<file path="config.mk">
export PLATFORM = sky130hd
export DESIGN_NAME = ccr_controller
export DESIGN_NICKNAME = d
export VERILOG_FILES = /design/src/rtl/ccr_controller.sv
export SDC_FILE = /design/constraint.sdc
export NUM_CORES = 1
export LEC_CHECK = 0
export ABC_AREA = 0
export BUFFER_PORTS_ARGS = -buffer_cell sky130_fd_sc_hd__buf_2
export CAP_MARGIN = 20
export CORE_MARGIN = 2
export CORE_UTILIZATION = 30
export CTS_BUF_LIST = sky130_fd_sc_hd__clkbuf_8
export DETAILED_ROUTE_END_ITERATION = 6
export SYNTH_ARGS = -nofsm -noshare
export SYNTH_HDL_FRONTEND = slang
export SYNTH_SLANG_ARGS = --single-unit
</file>
<file path="constraint.sdc">
create_clock -name clk -period 2.1 [get_ports clk]
set_input_delay 0.42 -clock clk [delete_from_list [all_inputs] [get_ports clk]]
set_output_delay 0.42 -clock clk [all_outputs]
set_load 0.02 [all_outputs]
</file>
<file path="src/rtl/ccr_controller.sv">
// Condition-code register with per-bit masked update, conditional-jump decision
// with consume-on-test clear, and a small LIFO of shadow CCRs for interrupt nesting.
module ccr_controller #(
    parameter int STACK_DEPTH = 2
) (
    input  logic       clk,
    input  logic       rst_n,
    input  logic [2:0] aluFlags,
    input  logic [2:0] flagWriteMask,
    input  logic       stall,
    input  logic       jumpValid,
    input  logic [1:0] jumpType,
    input  logic       intSave,
    input  logic       rtiRestore,
    output logic [2:0] ccr,
    output logic       jumpTaken,
    output logic [2:0] depth,
    output logic       stackErr
);

    logic [2:0] ccr_q, ccr_d;
    logic [2:0] depth_q, depth_d;
    logic       err_q, err_d;
    logic [2:0] stack_q [STACK_DEPTH];
    logic [2:0] stack_d [STACK_DEPTH];

    logic [2:0] merged, post, top;
    logic       sel;

    always_comb begin
        sel = 1'b1;
        if (jumpType != 2'b11) sel = ccr_q[jumpType];
    end

    assign jumpTaken = jumpValid & ~stall & sel;

    // The jump clear is applied after the merge so it overrides a same-cycle update.
    always_comb begin
        merged = (aluFlags & flagWriteMask) | (ccr_q & ~flagWriteMask);
        post   = merged;
        if (jumpTaken && jumpType != 2'b11) post[jumpType] = 1'b0;
    end

    always_comb begin
        top = 3'b000;
        for (int i = 0; i < STACK_DEPTH; i++)
            if (depth_q == 3'(i + 1)) top = stack_q[i];
    end

    always_comb begin
        ccr_d   = ccr_q;
        depth_d = depth_q;
        err_d   = err_q;
        stack_d = stack_q;
        if (!stall) begin
            ccr_d = post;
            if (intSave) begin
                if (depth_q < 3'(STACK_DEPTH)) begin
                    for (int i = 0; i < STACK_DEPTH; i++)
                        if (depth_q == 3'(i)) stack_d[i] = post;
                    depth_d = depth_q + 3'd1;
                end else begin
                    err_d = 1'b1;
                end
            end else if (rtiRestore) begin
                if (depth_q != 3'd0) begin
                    ccr_d   = top;
                    depth_d = depth_q - 3'd1;
                end else begin
                    err_d = 1'b1;
                end
            end
        end
    end

    always_ff @(posedge clk or negedge rst_n) begin
        if (!rst_n) begin
            ccr_q   <= 3'b000;
            depth_q <= 3'd0;
            err_q   <= 1'b0;
            for (int i = 0; i < STACK_DEPTH; i++) stack_q[i] <= 3'b000;
        end else begin
            ccr_q   <= ccr_d;
            depth_q <= depth_d;
            err_q   <= err_d;
            for (int i = 0; i < STACK_DEPTH; i++) stack_q[i] <= stack_d[i];
        end
    end

    assign ccr      = ccr_q;
    assign depth    = depth_q;
    assign stackErr = err_q;

endmodule

</file>
# ---- Yosys cells after proc, flatten, opt, wreduce, memory -nomap -nowiden
# Cells that the tools add are included.
dict set report totals {
  in_bits 14
  wordCells 54
  ff_bits 13
  output_inout_bits 8
}
dict set report op_classes {
  addsub 2
  order_cmp 3
  eq_ne 6
  muxes 19
  n_bitwise 9
  n_reduce_logical 10
}
# op count
set ops {}
lappend ops {{3-bit 2-to-1 mux} 10}
lappend ops {{4-bit AND reduction} 4}
lappend ops {{3-bit AND} 3}
lappend ops {{1-bit 2-to-1 mux} 7}
lappend ops {{2-bit inequality test, second input constant} 3}
lappend ops {{3-bit inverter} 2}
lappend ops {{2-bit nonzero test} 2}
lappend ops {{3-bit by 1-bit adder with 3-bit output, second input constant} 1}
lappend ops {{3-bit by 1-bit == test with 1-bit output, second input constant} 1}
lappend ops {{3-bit by 2-bit == test with 1-bit output, second input constant} 1}
lappend ops {{3-bit logical NOT} 1}
lappend ops {{2-bit by 3-bit less-than comparator with 1-bit output, second input constant} 1}
lappend ops {{3-bit by 2-bit less-than comparator with 1-bit output, second input constant} 1}
lappend ops {{3-bit OR} 1}
lappend ops {{3-bit nonzero test} 1}
lappend ops {{3-bit by 1-bit subtractor with 3-bit output, second input constant} 1}
lappend ops {{1-bit AND} 2}
lappend ops {{1-bit binary-select mux with 2-bit select} 1}
lappend ops {{1-bit demux with 2-bit select} 1}
lappend ops {{2-bit by 1-bit greater-or-equal comparator with 1-bit output, second input constant} 1}
lappend ops {{1-bit logical AND} 2}
lappend ops {{2-bit by 1-bit inequality test with 1-bit output, second input constant} 1}
lappend ops {{1-bit inverter} 1}

# ---- Longest topological paths before layout
# Gate-level depths: netlist (run 1).
dict set report depth {
  ltp_word 10
  ltp_mapped 6
}

# ---- Worst setup path after synthesis (run 1)
# No wires, ideal clock.
dict set report synth_path {
  path_type {reg-to-reg}
  startpoint {reg depth_q[1] (netlist: depth[1])}
  endpoint {reg ccr_q[0] (netlist: ccr[0])}
  path_stages_with_launch 7
  synth_period_minus_slack_ns 1.686
  path_buffers 0
  slack_ns 0.414
  arrival_ns 1.559
  setup_time_ns 0.126
  t_required_ns 1.974
  path_cell_list {dfrtp_1 -> inv_1 -> ha_1 -> nor2b_1 -> nor2_1 -> nor2_1 -> a221o_2}
}
dict set report synth_via {
  elab_chain_cells 6
  elab_cells_between_ends 8
}
# element line_no
set synth_rtl {}
lappend synth_rtl {{from (decl)} 22} ;# logic [2:0] depth_q, depth_d;
lappend synth_rtl {{from (signal assigned)} 84} ;# depth_q <= depth_d;
lappend synth_rtl {{3-bit by 1-bit == test with 1-bit output} 47} ;# if (depth_q == 3'(i + 1)) top = stack_q[i];
lappend synth_rtl {{3-bit 2-to-1 mux (2 in series)} 47}
lappend synth_rtl {{3-bit 2-to-1 mux (*)} 66} ;# if (depth_q != 3'd0) begin
lappend synth_rtl {{3-bit 2-to-1 mux (*)} 65} ;# end else if (rtiRestore) begin
lappend synth_rtl {{3-bit 2-to-1 mux (*)} 57} ;# if (intSave) begin
lappend synth_rtl {{to (signal assigned)} 83} ;# ccr_q <= ccr_d;
lappend synth_rtl {{to (decl)} 21} ;# logic [2:0] ccr_q, ccr_d;
# Every way passes the cells marked *; elsewhere a longest branch is shown, timed or not.
# A chain may end at the register's enable or synchronous reset.

# ---- Worst setup path in the final report (run 1)
# Same ends and word-level chain as after synthesis.

==> results of run 1 <==
-- final cells by class --
| cell class | instances | area (um2) | area share [%] |
|---|---|---|---|
| multi-input cells | 56 | 474 | 47.5 |
| repair buffers | 21 | 105 | 10.5 |
| clock inverters | 1 | 3.75 | 0.376 |
| flip-flops and latches | 13 | 325 | 32.6 |
| clock buffers | 3 | 41.3 | 4.14 |
| inverters | 3 | 11.3 | 1.13 |
| well taps | 30 | 37.5 | 3.76 |
-- worst max-delay path, stage by stage (launching register included) --
cell     delay (ns)
dfrtp_1        0.50
inv_1          0.14
ha_1           0.23
nor2b_1        0.16
nor2_1         0.12
nor2_1         0.07
a221o_2        0.36
-- metal layers --
layer | GRT usage, % | wire length, um | vias up | part of all wire [%]
li1 | - | - | 310 | -
met1 | 15.3 | 782 | 283 | 50
met2 | 16.6 | 684 | 22 | 43
met3 | 2.30 | 106 | 0 | 6.7
met4 | 3.06 | 0 | 0 | 0
met5 | 0 | 0 | - | 0
-- cell families (layout without fill, tap and decap cells) --
logic type      count (synthesis)  count (layout)
buf+inv                         4              28
fa+ha+maj                       5               5
xor+xnor                        3               3
compound gates                 14              14
mux                            12              12
flops                          13              13
simple gates                   22              22
-- registers in the layout, summed over array words and instances (netlist names) --
name / flops
ccr: 3
depth: 3
stackErr: 1
stack_q: 6
-- power by group --
part	switching (W)	leakage (nW)	total, W	internal [W]
clock	0.0000822	0.0269	0.000211	0.000129
sequential	0.000103	0.161	0.000447	0.000344
combinational	0.000234	0.294	0.000443	0.000209
total	0.000419	0.482	0.00110	0.000682
-- per-stage QoR --
step / power [W] / hold slack, ns
floorplan: 0.000765 / 0.124
CTS: 0.00112 / 0.0701
detailed placement: 0.000900 / 0.327
global placement: 0.000894 / 0.323
global route: 0.00119 / 0.0855
finish: 0.00110 / 0.0610
-- worst max path at each step --
stage	end	slack (ns)
floorplan	ccr[0]	0.41
global placement	ccr[0]	0.48
detailed placement	ccr[0]	0.39
CTS	ccr[0]	0.38
global route	depth[0]	0.20
finish	ccr[0]	0.39
-- layout by cell type (no fill, tap or decap), drive strengths merged --
cell type	Yosys	routed
mux2	7	7
or2	1	1
mux2i	5	5
or4	1	1
a21oi	4	4
a221o	3	3
a2bb2oi	1	1
nand2	4	4
inv	3	4
xor2	2	2
xnor2	1	1
nor3b	1	1
a31oi	2	2
buf	1	21
a22oi	2	2
nor3	1	1
nor4b	1	1
ha	5	5
o21ai	2	2
nor2	7	7
dfrtp	13	13
nor2b	2	2
nand3b	2	2
clkbuf	0	3
nand2b	2	2
==> flow_metrics.env, run 1 <==
export IMPL_outcome="complete, no violations"
export IMPL_utilization_pct=39.2
export IMPL_crit_fanout=7
export IMPL_setup_viol=0
export IMPL_syn2layout_area_growth_pct=21.5
export IMPL_maxCapViolations=0
export IMPL_start_util_pct=32.3
export IMPL_yosysTopAreaCell="dfrtp_1"
export IMPL_final_area_um2=998
export IMPL_netlist_area_um2=822
export IMPL_max_freq_ghz=0.586
export IMPL_yosysMostFrequentCell="dfrtp_1"
export IMPL_power_density_nw_per_um2=1100
export IMPL_final_cells=127
export IMPL_track_usage_pct=10.8
export IMPL_cts_buffers=3
export IMPL_synthTopCellsByArea="dfrtp_1 (40%), mux2_2 (9.6%), ha_1 (7.6%), mux2i_1 (6.1%), nand2b_4 (3.3%)"
export IMPL_viasPerCell=4.84
export IMPL_async_reset_ff_share_pct=100
export IMPL_synth_nets=92
export IMPL_fin_ws_ns=0.395
export IMPL_nNetsFinal=117
export IMPL_fill_cells=253
export IMPL_drive_gt1_share_pct=40.2
export IMPL_grt_pass1_vias=614
export IMPL_drc=0
export IMPL_hold_buffers=0
export IMPL_antenna_found_initial=0
export IMPL_cts_tree="done"
export IMPL_synth_xor_xnor_area_share_pct=3.20
export IMPL_skew_ns=0.000481
export IMPL_root_buffer="clkbuf_8"
export IMPL_fp_row_count=18
export IMPL_arrival_ns=1.82
export IMPL_firstDrtPassIters=4
export IMPL_dp_hpwl_um=1270
export IMPL_synth_edf_count=0
export IMPL_ys_types=26
export IMPL_initialDrtViolationCount=11
export IMPL_yosys_warnings=0
export IMPL_grt_pass1_wl_um=2750
export IMPL_tns_ns=0
export IMPL_reg2reg_from="depth[1]"
export IMPL_core_area_um2=2540
export IMPL_synthMuxAreaShare_pct=15.7
export IMPL_synth_simple_area_share_pct=18.9
export IMPL_end_kind="flop"
export IMPL_fp_dieH_um=56.3
export IMPL_finalHoldViolCount=0
export IMPL_fin_crit_ns=1.71
export IMPL_synthTopCellsByCount="dfrtp_1 (13), mux2_2 (7), nor2_1 (7)"
export IMPL_peakVddDrop_uv=585
export IMPL_place_ws_ns=0.392
export IMPL_htree_levels=1
export IMPL_cts_setup_buffers=0
export IMPL_syn_inst=73
export IMPL_wirelength_um=1570
export IMPL_cts_sinks=13
export IMPL_synth_seq_area_share_pct=39.6
export IMPL_leakage_nw=0.482
export IMPL_yosys_area_top_type_share_pct=39.6
export IMPL_reg2reg_depth=6
export IMPL_syn_area_per_cell_um2=11.3
export IMPL_synth_compound_area_share_pct=12.3
export IMPL_ys_flop_type="dfrtp_1"
export IMPL_ys_ff_latch=13
export IMPL_hold_class="primary input to asynchronous set/reset pin"
export IMPL_vias=615
export IMPL_placedCellCount=123
export IMPL_clock_path_buffers=2
export IMPL_clkLatencyLatePin_ns=0.24
export IMPL_detail_route_antenna_nets=0
export IMPL_dieArea_um2=3170
export IMPL_placed_area_um2=953
export IMPL_cp_startpoint="depth[1]"
export IMPL_slew_limit_headroom_pct=76.3
export IMPL_drv_slew=0
export IMPL_worstMarginPinSlew_ns=0.353
export IMPL_synth_adder_area_share_pct=7.61
export IMPL_worst_setup_hold_path_clk_slew_ns=0.05
export IMPL_ctsResizeCount=0
export IMPL_die_x_um=56.3
export IMPL_antennaDiodeCount=0
export IMPL_start_kind="flop"
export IMPL_grt_max_degree=14
export IMPL_gr_total_overflow=0
export IMPL_rsz0062_at_grt="false"
export IMPL_worst_r2r_setup_slack_ns=0.39
export IMPL_worstSetupPathType="flop to flop"
export IMPL_wire_per_inst_um=12.4
export IMPL_io_buffers=21
export IMPL_io_pins=22
export IMPL_worstPathRequired_ns=2.22
export IMPL_min_period_over_period_pct=81.2
export IMPL_gp_congestion=0.792
export IMPL_reg2reg_to="ccr[0]"
export IMPL_synth_top_family_by_area="simple AND/OR/NAND/NOR gates"
(Power assumes the default switching activity.)
==> run 2, diff against run 1 <==
==> constraint.sdc (replaced) <==
create_clock -name clk -period 1.48 [get_ports clk]
set_input_delay 0.296 -clock clk [delete_from_list [all_inputs] [get_ports clk]]
set_output_delay 0.296 -clock clk [all_outputs]
set_load 0.02 [all_outputs]
==> run 2 against run 1 <==
Against the previous run: clock skew increased by 0.0011 ns; clock power increased by 48%; non-clock buffer count is 10 higher; sequential share of layout area down 4.0 points; final area is 15% higher; register-to-register slack worse by 0.34 ns; total power increased by 69%; via count up 11%; setup slack worse by 0.38 ns; core utilization up 5.9 points; flip-flop and latch count unchanged; critical path type is now flop to output port; largest cell class unchanged.
==> flow_metrics.env, run 2 (synthesis results as in run 1) <==
export IMPL_clock_path_buffers=2
export IMPL_dieArea_um2=3170
export IMPL_reg2reg_depth=6
export IMPL_antennaDiodeCount=0
export IMPL_start_util_pct=32.3
export IMPL_grt_use_met2_pct=20.5
export IMPL_worst_r2r_setup_slack_ns=0.05
export IMPL_syn2layout_area_growth_pct=39.7
export IMPL_fin_crit_ns=1.47
export IMPL_root_buffer="clkbuf_8"
export IMPL_grt_use_met3_pct=3.92
export IMPL_multiInputGateArea_um2=542
export IMPL_nNetsFinal=127
export IMPL_wirelength_um=1930
export IMPL_track_usage_pct=12.4
export IMPL_utilization_pct=45.1
export IMPL_vias=680
export IMPL_fp_dieH_um=56.3
export IMPL_reg2reg_to="depth[2]"
export IMPL_worst_setup_hold_path_clk_slew_ns=0.06
export IMPL_final_cell_mix="buf_2 (20), dfrtp_1 (11), buf_4 (10), nor2_1 (6), mux2_2 (6)"
export IMPL_gr_total_overflow=0
export IMPL_fp_row_count=18
export IMPL_start_kind="flop"
export IMPL_grt_max_degree=14
export IMPL_io_pins=22
export IMPL_io_buffers=21
export IMPL_top_register="stack_q"
export IMPL_antenna_found_initial=0
export IMPL_cts_buffers=3
export IMPL_peakVddDrop_uv=892
export IMPL_grt_pass1_vias=662
export IMPL_arrival_ns=1.17
export IMPL_core_area_um2=2540
export IMPL_power_w=0.00186
export IMPL_detail_route_antenna_nets=0
export IMPL_finalHoldViolCount=0
export IMPL_slew_limit_headroom_pct=77.5
export IMPL_grt_busiest_layer="met2"
export IMPL_outcome="complete, no violations"
export IMPL_max_freq_ghz=0.680
export IMPL_seq_area_um2=328
export IMPL_leakage_nw=0.536
export IMPL_gp_congestion=0.718
export IMPL_maxCapViolations=0
export IMPL_setup_viol=0
export IMPL_firstDrtPassIters=6
export IMPL_die_x_um=56.3
export IMPL_worstSetupPathType="flop to output port"
export IMPL_cts_sinks=13
export IMPL_worstMarginPinSlew_ns=0.336
export IMPL_initialDrtViolationCount=7
export IMPL_use_met1_pct=14.7
export IMPL_wire_per_inst_um=14.1
export IMPL_cts_tree="done"
export IMPL_worstPathRequired_ns=1.18
export IMPL_clkLatencyLatePin_ns=0.24
export IMPL_largest_reg_flops=6
export IMPL_power_density_nw_per_um2=1620
export IMPL_rsz0062_at_grt="true"
export IMPL_viasPerCell=4.96
export IMPL_skew_ns=0.00157
export IMPL_final_common_cell="buf_2"
export IMPL_reg2reg_from="depth[0]"
export IMPL_dp_hpwl_um=1350
export IMPL_drive_gt1_share_pct=56.1
export IMPL_htree_levels=1
export IMPL_hold_class="primary input to asynchronous set/reset pin"
export IMPL_end_kind="output port"
export IMPL_drv_slew=0
export IMPL_drc=0
export IMPL_min_period_over_period_pct=99.3
export IMPL_crit_fanout=2
export IMPL_fill_cells=246
export IMPL_grt_pass1_wl_um=3040
[run 2: worst max path at each step]
stage | depth (start not counted) | end | slack (ns) | startpoint
finish | 4 | jumpTaken | 0.01 | ccr[0]
global route | 6 | depth[2] | -0.03 | depth[0]
CTS | 4 | jumpTaken | 0.02 | ccr[2]
detailed placement | 6 | depth[1] | 0.02 | depth[0]
global placement | 6 | depth[1] | 0.05 | depth[0]
floorplan | 6 | ccr[0] | -0.003 | depth[1]
[run 2: area by class of cell]
cell class                      instances  area share [%]
Tap cell                               30            3.27
Clock buffer                            3            3.59
Multi-Input combinational cell         56            47.2
Timing Repair Buffer                   31            16.1
Clock inverter                          1           0.327
Inverter                                3           0.980
Sequential cell                        13            28.5
[run 2: repair_timing]
item                       4_1_cts  5_1_grt
setup buffers                    2        3
gates resized for setup          1       12
hold endpoints to repair        13        0
pin swaps                        0        1
hold buffers                     1        0
setup endpoints to repair        4        7
[run 2: worst max-delay path, cell delays in order, from the launching register on]
cell and delay (ns):
dfrtp_1 0.38, mux2_4 0.28, nand2_2 0.07, a21oi_2 0.05, buf_4 0.15
[run 2: where the power goes]
group / switching [W] / internal (W) / total [W]
sequential: 0.000132 / 0.000494 / 0.000626
combinational: 0.000460 / 0.000464 / 0.000924
clock: 0.000130 / 0.000183 / 0.000313
total: 0.000721 / 0.00114 / 0.00186
[run 2: stage by stage]
stage	cell area (um2)	setup slack, ns	setup TNS (ns)	std cells	hold WS [ns]
floorplan	837	-0.00270	-0.00270	73	0.000409
global placement	998	0.0465	0	127	0.203
detailed placement	998	0.0160	0	127	0.205
CTS	1070	0.0190	0	134	0.462
global route	1150	-0.0287	-0.0569	137	0.479
finish	1150	0.0102	0	137	0.466
[run 2: layer usage]
layer,wire length [um],vias up
li1,-,332
met1,793,323
met2,982,21
met3,134,4
met4,23,0
met5,0,-
==> run 3, diff against run 2 <==
==> constraint.sdc (replaced) <==
create_clock -name clk -period 1.48 [get_ports clk]
set_input_delay 0.148 -clock clk [delete_from_list [all_inputs] [get_ports clk]]
set_output_delay 0.148 -clock clk [all_outputs]
set_load 0.02 [all_outputs]
==> run 3 against run 2 <==
Against the previous run: global-route usage down 0.95 points; clock power up 2%; die area unchanged; worst hold slack worse by 0.14 ns; total power down 2.6%; sequential share of layout area up 1.3 points; cell count down 3.6%; critical endpoint is now ccr[0]; highest routed layer unchanged.
==> flow_metrics.env, run 3 (synthesis results as in run 1) <==
export IMPL_outcome="complete, no violations"
export IMPL_end_kind="flop"
export IMPL_io_buffers=21
export IMPL_track_usage_pct=11.4
export IMPL_use_met1_pct=14.2
export IMPL_max_freq_ghz=0.705
export IMPL_gr_total_overflow=0
export IMPL_rsz0062_at_grt="true"
export IMPL_final_cell_mix="buf_2 (21), dfrtp_1 (11), mux2_2 (7), nor2_1 (6), mux2i_1 (5)"
export IMPL_nNetsFinal=122
export IMPL_clkLatencyLatePin_ns=0.24
export IMPL_wire_per_inst_um=12.9
export IMPL_worst_setup_hold_path_clk_slew_ns=0.06
export IMPL_drv_slew=0
export IMPL_drive_gt1_share_pct=52.9
export IMPL_syn2layout_area_growth_pct=33.8
export IMPL_antennaDiodeCount=0
export IMPL_fp_dieH_um=56.3
export IMPL_crit_family="flip-flops"
export IMPL_reg2reg_depth=6
export IMPL_gp_congestion=0.723
export IMPL_wirelength_um=1700
export IMPL_reg2reg_to="ccr[0]"
export IMPL_firstDrtPassIters=4
export IMPL_cts_buffers=3
export IMPL_placedCellCount=125
export IMPL_cts_tree="done"
export IMPL_max_stage_delay_ns=0.42
export IMPL_arrival_ns=1.55
export IMPL_antenna_found_initial=0
export IMPL_top_register="stack_q"
export IMPL_fp_row_count=18
export IMPL_hold_class="primary input to asynchronous set/reset pin"
export IMPL_crit_chain="inv_4 -> ha_4 -> nor2b_4 -> nor2_1 -> nor2_1 -> a221o_2"
export IMPL_worstSetupPathType="flop to flop"
export IMPL_vias=645
export IMPL_htree_levels=1
export IMPL_worstMarginPinSlew_ns=0.343
export IMPL_final_common_cell="buf_2"
export IMPL_grt_max_degree=14
export IMPL_slowest_stage="dfrtp_2"
export IMPL_detail_route_antenna_nets=0
export IMPL_crit_fanout=4
export IMPL_worst_r2r_setup_slack_ns=0.06
export IMPL_worstPathRequired_ns=1.61
export IMPL_grt_pass1_vias=620
export IMPL_initialDrtViolationCount=21
export IMPL_drc=0
export IMPL_grt_use_met2_pct=17.5
export IMPL_min_period_over_period_pct=95.8
export IMPL_leakage_nw=0.504
export IMPL_fin_crit_ns=1.42
export IMPL_critical_path_buf_inv_count=1
export IMPL_root_buffer="clkbuf_8"
export IMPL_crit_top_cell="nor2_1"
export IMPL_clock_path_buffers=2
export IMPL_cts_sinks=13
export IMPL_start_kind="flop"
export IMPL_power_density_nw_per_um2=1650
export IMPL_final_area_um2=1100
export IMPL_placed_area_um2=983
export IMPL_finalHoldViolCount=0
export IMPL_power_w=0.00181
export IMPL_core_area_um2=2540
export IMPL_grt_use_met3_pct=3.46
export IMPL_die_x_um=56.3
export IMPL_maxCapViolations=0
export IMPL_peakVddDrop_uv=694
export IMPL_io_pins=22
export IMPL_final_cells=132
export IMPL_dp_hpwl_um=1290
export IMPL_skew_ns=0.000522
export IMPL_reg2reg_from="depth[1]"
export IMPL_grt_pass1_wl_um=2750
export IMPL_start_util_pct=32.3
export IMPL_slew_limit_headroom_pct=77.0
export IMPL_dieArea_um2=3170
export IMPL_setup_viol=0
export IMPL_largest_reg_flops=6
export IMPL_grt_busiest_layer="met2"
export IMPL_utilization_pct=43.2
export IMPL_timing_hold_ws_ns=0.323
export IMPL_viasPerCell=4.89
run 3: layout make-up:
type	instances	area, um2
clock buffer	3	41.3
clock inverter	1	5.00
fill	247	1450
inverter	3	16.3
multi-input combinational	56	527
sequential	13	328
tap	30	37.5
timing repair buffer	26	145
run 3: power breakdown:
part	leakage (nW)	internal, W	switching (W)
registers	0.159	0.000494	0.000147
logic	0.320	0.000437	0.000417
clock network	0.0255	0.000186	0.000133
run 3: stage by stage:
step	setup TNS [ns]	setup WS (ns)
finish	0	0.0615
global route	-0.0118	-0.0113
CTS	0	0.00880
detailed placement	-0.00553	-0.00553
global placement	0	0.0462
floorplan	-0.00270	-0.00270
run 3: per-layer routing:
metal  vias to the layer above  part of all wire, %  routed length, um
met3                         4                  6.1                104
met4                         0                  1.6                 28
met1                       296                   47                802
met2                        22                   45                768
met5                         -                    0                  0
li1                        323                    -                  -
run 3: worst register-to-register path: stages, from the launching register on:
cell and delay, ns:
dfrtp_2 0.42, inv_4 0.07, ha_4 0.16, nor2b_4 0.13
nor2_1 0.10, nor2_1 0.07, a221o_2 0.36
run 3: what timing repair did:
action | CTS | global route
endpoints found under the hold margin | 13 | 0
hold buffers | 1 | 0
setup endpoints to repair | 1 | 6
buffers inserted | 0 | 2
pin swaps | 0 | 4
gates resized for setup | 2 | 8
run 3: how the worst max path moves through the flow:
stage	from	endpoint	slack [ns]	cells after the start
detailed placement	depth[1]	depth[1]	-0.006	6
global placement	depth[0]	depth[1]	0.05	6
CTS	depth[1]	depth[2]	0.009	6
global route	depth[1]	depth[1]	-0.01	6
floorplan	depth[1]	ccr[0]	-0.003	6
finish	depth[1]	ccr[0]	0.06	6
